### config.mk
export PLATFORM = sky130hd
export DESIGN_NAME = regfile_mp
export DESIGN_NICKNAME = d
export VERILOG_FILES = /design/src/rtl/regfile_pkg.sv /design/src/rtl/regfile_rd_port.sv /design/src/rtl/regfile_mp.sv
export SDC_FILE = /design/constraint.sdc
export NUM_CORES = 2
export LEC_CHECK = 0
export CAP_MARGIN = 25
export CORE_MARGIN = 4
export CORE_UTILIZATION = 30
export CTS_CLUSTER_DIAMETER = 100
export DETAILED_ROUTE_END_ITERATION = 8
export GPL_TIMING_DRIVEN = 1
export PLACE_DENSITY_LB_ADDON = 0.25
export SLEW_MARGIN = 20
export SYNTH_ARGS = -nofsm -noshare
export SYNTH_HDL_FRONTEND = slang
export SYNTH_SLANG_ARGS = --single-unit
### constraint.sdc
create_clock -name clk -period 1.8 [get_ports clk]
set_clock_uncertainty 0.05 [all_clocks]
set_input_delay 0.36 -clock clk [delete_from_list [all_inputs] [get_ports clk]]
set_output_delay 0.36 -clock clk [all_outputs]
set_load 0.005 [all_outputs]
### src/rtl/regfile_pkg.sv
// Shared constants and helpers for the multi-port MIPS register file.
package regfile_pkg;

  localparam int unsigned DATA_W_DEF = 32;
  localparam int unsigned ADDR_W_DEF = 5;
  localparam int unsigned ZERO_IDX   = 0;

  // LSB of lane `port` in a flat bus of `width`-bit lanes.
  function automatic int unsigned lane_lsb(input int unsigned port, input int unsigned width);
    return port * width;
  endfunction

endpackage

### src/rtl/regfile_rd_port.sv
// One registered read port: zero/wr1/wr0/storage priority mux feeding an enabled output register.
module regfile_rd_port
  import regfile_pkg::*;
#(
  parameter int unsigned DATA_W   = DATA_W_DEF,
  parameter int unsigned ADDR_W   = ADDR_W_DEF,
  parameter int unsigned ZERO_REG = 1
) (
  input  logic              clk,
  input  logic              rst_n,
  input  logic              rd_en,
  input  logic [ADDR_W-1:0] rd_index,
  input  logic [DATA_W-1:0] mem_data,
  input  logic              wr0_en,
  input  logic [ADDR_W-1:0] wr0_index,
  input  logic [DATA_W-1:0] wr0_data,
  input  logic              wr1_en,
  input  logic [ADDR_W-1:0] wr1_index,
  input  logic [DATA_W-1:0] wr1_data,
  output logic [DATA_W-1:0] rd_out
);

  logic [DATA_W-1:0] eff_data;
  logic [DATA_W-1:0] rd_d;
  logic [DATA_W-1:0] rd_q;

  // NOTE: combinational logic uses blocking '=' with a default assigned first,
  // so no latch is inferred; state registers use non-blocking '<=' only.
  always_comb begin
    eff_data = mem_data;
    if ((ZERO_REG != 0) && (rd_index == ADDR_W'(ZERO_IDX))) begin
      eff_data = '0;
    end else if (wr1_en && (wr1_index == rd_index)) begin
      eff_data = wr1_data;
    end else if (wr0_en && (wr0_index == rd_index)) begin
      eff_data = wr0_data;
    end
    rd_d = rd_en ? eff_data : rd_q;
  end

  always_ff @(posedge clk or negedge rst_n) begin
    if (!rst_n) begin
      rd_q <= '0;
    end else begin
      rd_q <= rd_d;
    end
  end

  assign rd_out = rd_q;

endmodule

### src/rtl/regfile_mp.sv
// Parametrised register file: NUM_RD registered read ports, two prioritised write ports.
module regfile_mp
  import regfile_pkg::*;
#(
  parameter int unsigned DATA_W   = DATA_W_DEF,
  parameter int unsigned ADDR_W   = ADDR_W_DEF,
  parameter int unsigned NUM_RD   = 2,
  parameter int unsigned ZERO_REG = 1
) (
  input  logic                     clk,
  input  logic                     rst_n,
  input  logic [NUM_RD-1:0]        rd_en,
  input  logic [NUM_RD*ADDR_W-1:0] rd_index,
  output logic [NUM_RD*DATA_W-1:0] rd_out,
  input  logic                     wr0_en,
  input  logic [ADDR_W-1:0]        wr0_index,
  input  logic [DATA_W-1:0]        wr0_data,
  input  logic                     wr1_en,
  input  logic [ADDR_W-1:0]        wr1_index,
  input  logic [DATA_W-1:0]        wr1_data
);

  localparam int unsigned DEPTH = 2 ** ADDR_W;

  logic [DATA_W-1:0] mem_q [DEPTH];
  logic              wr0_ok;
  logic              wr1_ok;

  assign wr0_ok = wr0_en && !((ZERO_REG != 0) && (wr0_index == ADDR_W'(ZERO_IDX)));
  assign wr1_ok = wr1_en && !((ZERO_REG != 0) && (wr1_index == ADDR_W'(ZERO_IDX)));

  // NOTE: the whole array is reset because every register must read 0 after
  // reset; wr1 is assigned last so it wins a same-index conflict.
  always_ff @(posedge clk or negedge rst_n) begin
    if (!rst_n) begin
      for (int i = 0; i < DEPTH; i++) begin
        mem_q[i] <= '0;
      end
    end else begin
      if (wr0_ok) mem_q[wr0_index] <= wr0_data;
      if (wr1_ok) mem_q[wr1_index] <= wr1_data;
    end
  end

  for (genvar p = 0; p < NUM_RD; p++) begin : g_rd
    logic [ADDR_W-1:0] idx;
    assign idx = rd_index[lane_lsb(p, ADDR_W) +: ADDR_W];

    regfile_rd_port #(
      .DATA_W  (DATA_W),
      .ADDR_W  (ADDR_W),
      .ZERO_REG(ZERO_REG)
    ) u_rd_port (
      .clk      (clk),
      .rst_n    (rst_n),
      .rd_en    (rd_en[p]),
      .rd_index (idx),
      .mem_data (mem_q[idx]),
      .wr0_en   (wr0_en),
      .wr0_index(wr0_index),
      .wr0_data (wr0_data),
      .wr1_en   (wr1_en),
      .wr1_index(wr1_index),
      .wr1_data (wr1_data),
      .rd_out   (rd_out[lane_lsb(p, DATA_W) +: DATA_W])
    );
  end

endmodule
==> reports/qor.yml <==
outcome: "complete, but fails checks"
violations: "negative setup slack"
synth_ff_type: "dfrtp_1"
final_nets: 6642
cp_common_cell: "mux4_2"
drt_iter0_markers: 7685
synth-compound-area-share: 0.1414
cts_max_level: 4
place_ws_ns: -0.9797
synth_xor_area_frac: 0.002645
ant_nets: 0
grt_pass1_wl_um: 441700
insertion_delay_ns: 0.81
fin_crit_sh: 1.042
slew_headroom: 0.5296
comb_power_share: 0.271
grtUsageMet1: 0.3657
drc_errors: 0
drive_above_1_share: 0.2880
tritoncts: "built"
area_growth_pct: 28.41
rsz0062_at_grt: "true"
p_int_w: 0.05950
ys_ff_latch: 1088
critPathKind: "flip-flop to flip-flop"
synth.distinct_cells: 54
cts_sinks: 1088
vias: 57522
firstDrtPassIters: 6
tns_ns: -1.415
clkPwrFrac: 0.314
port_buffers: 153
slowest_stage: "mux4_2"
p_seq_frac: 0.415
hold_path_class: "input port to async pin"
clockRootBuffer: "clkbuf_16"
clock.fmax_mhz: 533.3
cp_top_family: "multiplexers"
synth_area_per_cell_um2: 10.62
wirelength_um: 317400
rows: 172
ys.warnings.count: 0
ff2ff_setup_slack_ns: -0.07
synth_edf_count: 0
synth-seq-area-share: 0.4111
grt_usage: 0.2682
setup_slack_ns: -0.07494
dpl.hpwl_um: 211900
syn_inst: 6233
switching_share: 0.3175
end_kind: "flip-flop"
p_leak_nw: 35.20
die_h_um: 477.8
period_minus_slack_ns: 1.875
arrival_ns: 2.52
synth_fp_nets: 6323
path_max_fanout: 3
p_per_area_nw_per_um2: 1025
start_util: 0.3014
synthArstFlopShare: 1.000
cts_made_buffers: 132
cp_cell_sequence: "mux4_2, mux4_2, o221ai_4, o21ai_1"
design_area_um2: 85040
total_power_w: 0.08718
path_clk_slew_ns: 0.06
dpl-instance-area_um2: 79920
coreArea_um2: 219700
busiest_layer: "met2"
tightest_slew_ns: 0.7056
cap_violations: 0
via_per_inst: 5.986
die-area_um2: 228300
worstSetupStartpointType: "flip-flop"
pin_count: 154
grt_max_degree: 93
synthSimpleGateAreaFrac: 0.07733
final_hold_viol_count: 0
drv_slew: 0
hold_ws_ns: 0.1469
critPathBufInv: 0
slowest_delay_ns: 0.54
synth_mux_area_frac: 0.3128
power_switching_w: 0.02768
globalplace.congestion: 0.9359
antenna_found_initial: 11
grt_pass1_vias: 55723
overflow: 0
grt_use_met3: 0.06640
setup_viol: 63
wire_per_inst_um: 33.03
max-clock-path-buffers: 3
synth_top_family_by_area: "multiplexers"
yosys.area_share.adder: 0
gr-usage-met2: 0.3951
ir_drop_uv: 945.8
worst_ep_required_time_ns: 2.45
syn_area_um2: 66220
die_w_um: 477.8
-- cells in the mapped netlist (2+ instances only) --
cell / count / area [um^2]
a32oi_1: 168 / 1471
nor3_2: 7 / 70.07
nand4_1: 7 / 43.79
o21ai_0: 406 / 2032
nand2b_1: 15 / 93.84
o22ai_1: 95 / 594.3
or2_2: 2 / 12.51
and3_1: 35 / 219.0
mux2i_1: 851 / 8518
o221ai_1: 64 / 560.5
inv_1: 33 / 123.9
nor2_2: 4 / 25.02
buf_1: 91 / 341.6
mux4_2: 539 / 12140
or3_1: 5 / 31.28
a21o_1: 2 / 15.01
o2111ai_1: 30 / 262.8
xnor2_1: 5 / 43.79
mux2_2: 5 / 56.30
dfrtp_1: 1088 / 27230
and2_0: 2 / 12.51
nand3b_1: 2 / 15.01
nor3_1: 6 / 30.03
clkbuf_2: 28 / 140.1
o21ai_1: 43 / 215.2
buf_6: 11 / 123.9
buf_2: 166 / 830.8
nand2_1: 424 / 1592
nand3_1: 14 / 70.07
nor4_1: 3 / 18.77
a21oi_1: 684 / 3423
a22oi_1: 92 / 690.7
xor2_1: 15 / 131.4
and2_1: 2 / 12.51
clkbuf_1: 540 / 2027
nor2b_1: 42 / 262.8
o21bai_1: 2 / 15.01
o211ai_1: 3 / 22.52
nor2_1: 684 / 2567
buf_4: 4 / 30.03
-- timing repair --
item	4_1_cts	5_1_grt
endpoints found under the setup margin	158	408
gates resized for setup	335	57
hold endpoints to repair	943	0
cloned	1	9
buffers inserted	13	30
pin swaps	7	20
hold buffers	1	0
-- layout make-up --
class / instances / area [um^2]
fillers: 20936 / 134700
multi-input cells: 4270 / 36600
flip-flops and latches: 1088 / 27280
repair buffers: 1025 / 13000
clock buffers: 193 / 3844
well taps: 2958 / 3701
clock inverters: 38 / 475.5
inverters: 35 / 133.9
diodes: 3 / 7.507
-- worst register-to-register path, stage by stage (launching register included) --
cell      delay [ns]
dfrtp_1         0.39
mux4_2          0.50
mux4_2          0.54
o221ai_4        0.21
o21ai_1         0.09
-- cell families after synthesis --
kind of cell / count (synthesis)
compound gates: 1596
xor+xnor: 20
buf+inv: 875
flops: 1088
mux: 1395
simple gates: 1259
-- flip-flops by register name, summed over array words and instances (netlist names) --
| signal | flops |
|---|---|
| g_rd.u_rd_port.rd_out | 64 |
| mem_q | 1024 |
-- power groups by stage --
stage / combinational [W] / clock (W) / sequential [W]
final: 0.0236 / 0.0274 / 0.0362
after global routing: 0.0253 / 0.0287 / 0.0369
after CTS: 0.0231 / 0.0277 / 0.0361
after detailed placement: 0.0231 / 0 / 0.0363
after global placement: 0.0226 / 0 / 0.0361
after floorplan: 0.0154 / 0 / 0.0342
-- placed cells by master, fill, tap and decap left out, types with 8 or more instances in the layout --
master           instances
a21oi_1                680
a22oi_1                 87
a32oi_1                168
and3_1                  32
buf_12                 385
buf_2                   34
buf_4                  471
buf_6                   41
clkbuf_1                31
clkbuf_16              141
clkbuf_8                29
clkdlybuf4s50_1         73
clkinv_2                17
dfrtp_1               1046
dfrtp_2                 42
inv_1                   33
mux2i_1                850
mux4_2                 539
nand2_1                401
nand2_4                 18
nand2b_1                12
nand3_4                  8
nor2_1                 657
nor2_4                  31
nor2b_1                 36
o2111ai_2               28
o21ai_0                337
o21ai_1                109
o221ai_1                29
o221ai_2                30
o22ai_1                 92
xor2_1                  15
-- worst paths after layout --
check | startpoint | to | cells after the start
max | mem_q[267] | g_rd[1].u_rd_port.rd_out[11] | 4
min | rst_n | mem_q[184] | 3
max reg2reg | mem_q[267] | g_rd[1].u_rd_port.rd_out[11] | 4
min reg2reg | mem_q[1000] | mem_q[1000] | 0
max in group asynchronous | rst_n | g_rd[0].u_rd_port.rd_out[9] | 4
min in group clk | rd_en[1] | g_rd[1].u_rd_port.rd_out[30] | 5
-- per-stage QoR --
stage          utilization  instances
2_1_floorplan            -       6233
5_1_grt             0.3870       9610
4_1_cts             0.3840       9572
3_3_place_gp        0.3637       9326
6_report            0.3870       9610
3_5_place_dp        0.3637       9326
-- routing by layer --
metal  up-vias  part of all wire
met2      3734              0.43
met5         -                 0
li1      23768                 -
met3       768              0.11
met1     29252              0.40
met4         0             0.057
(Power assumes the default switching activity.)
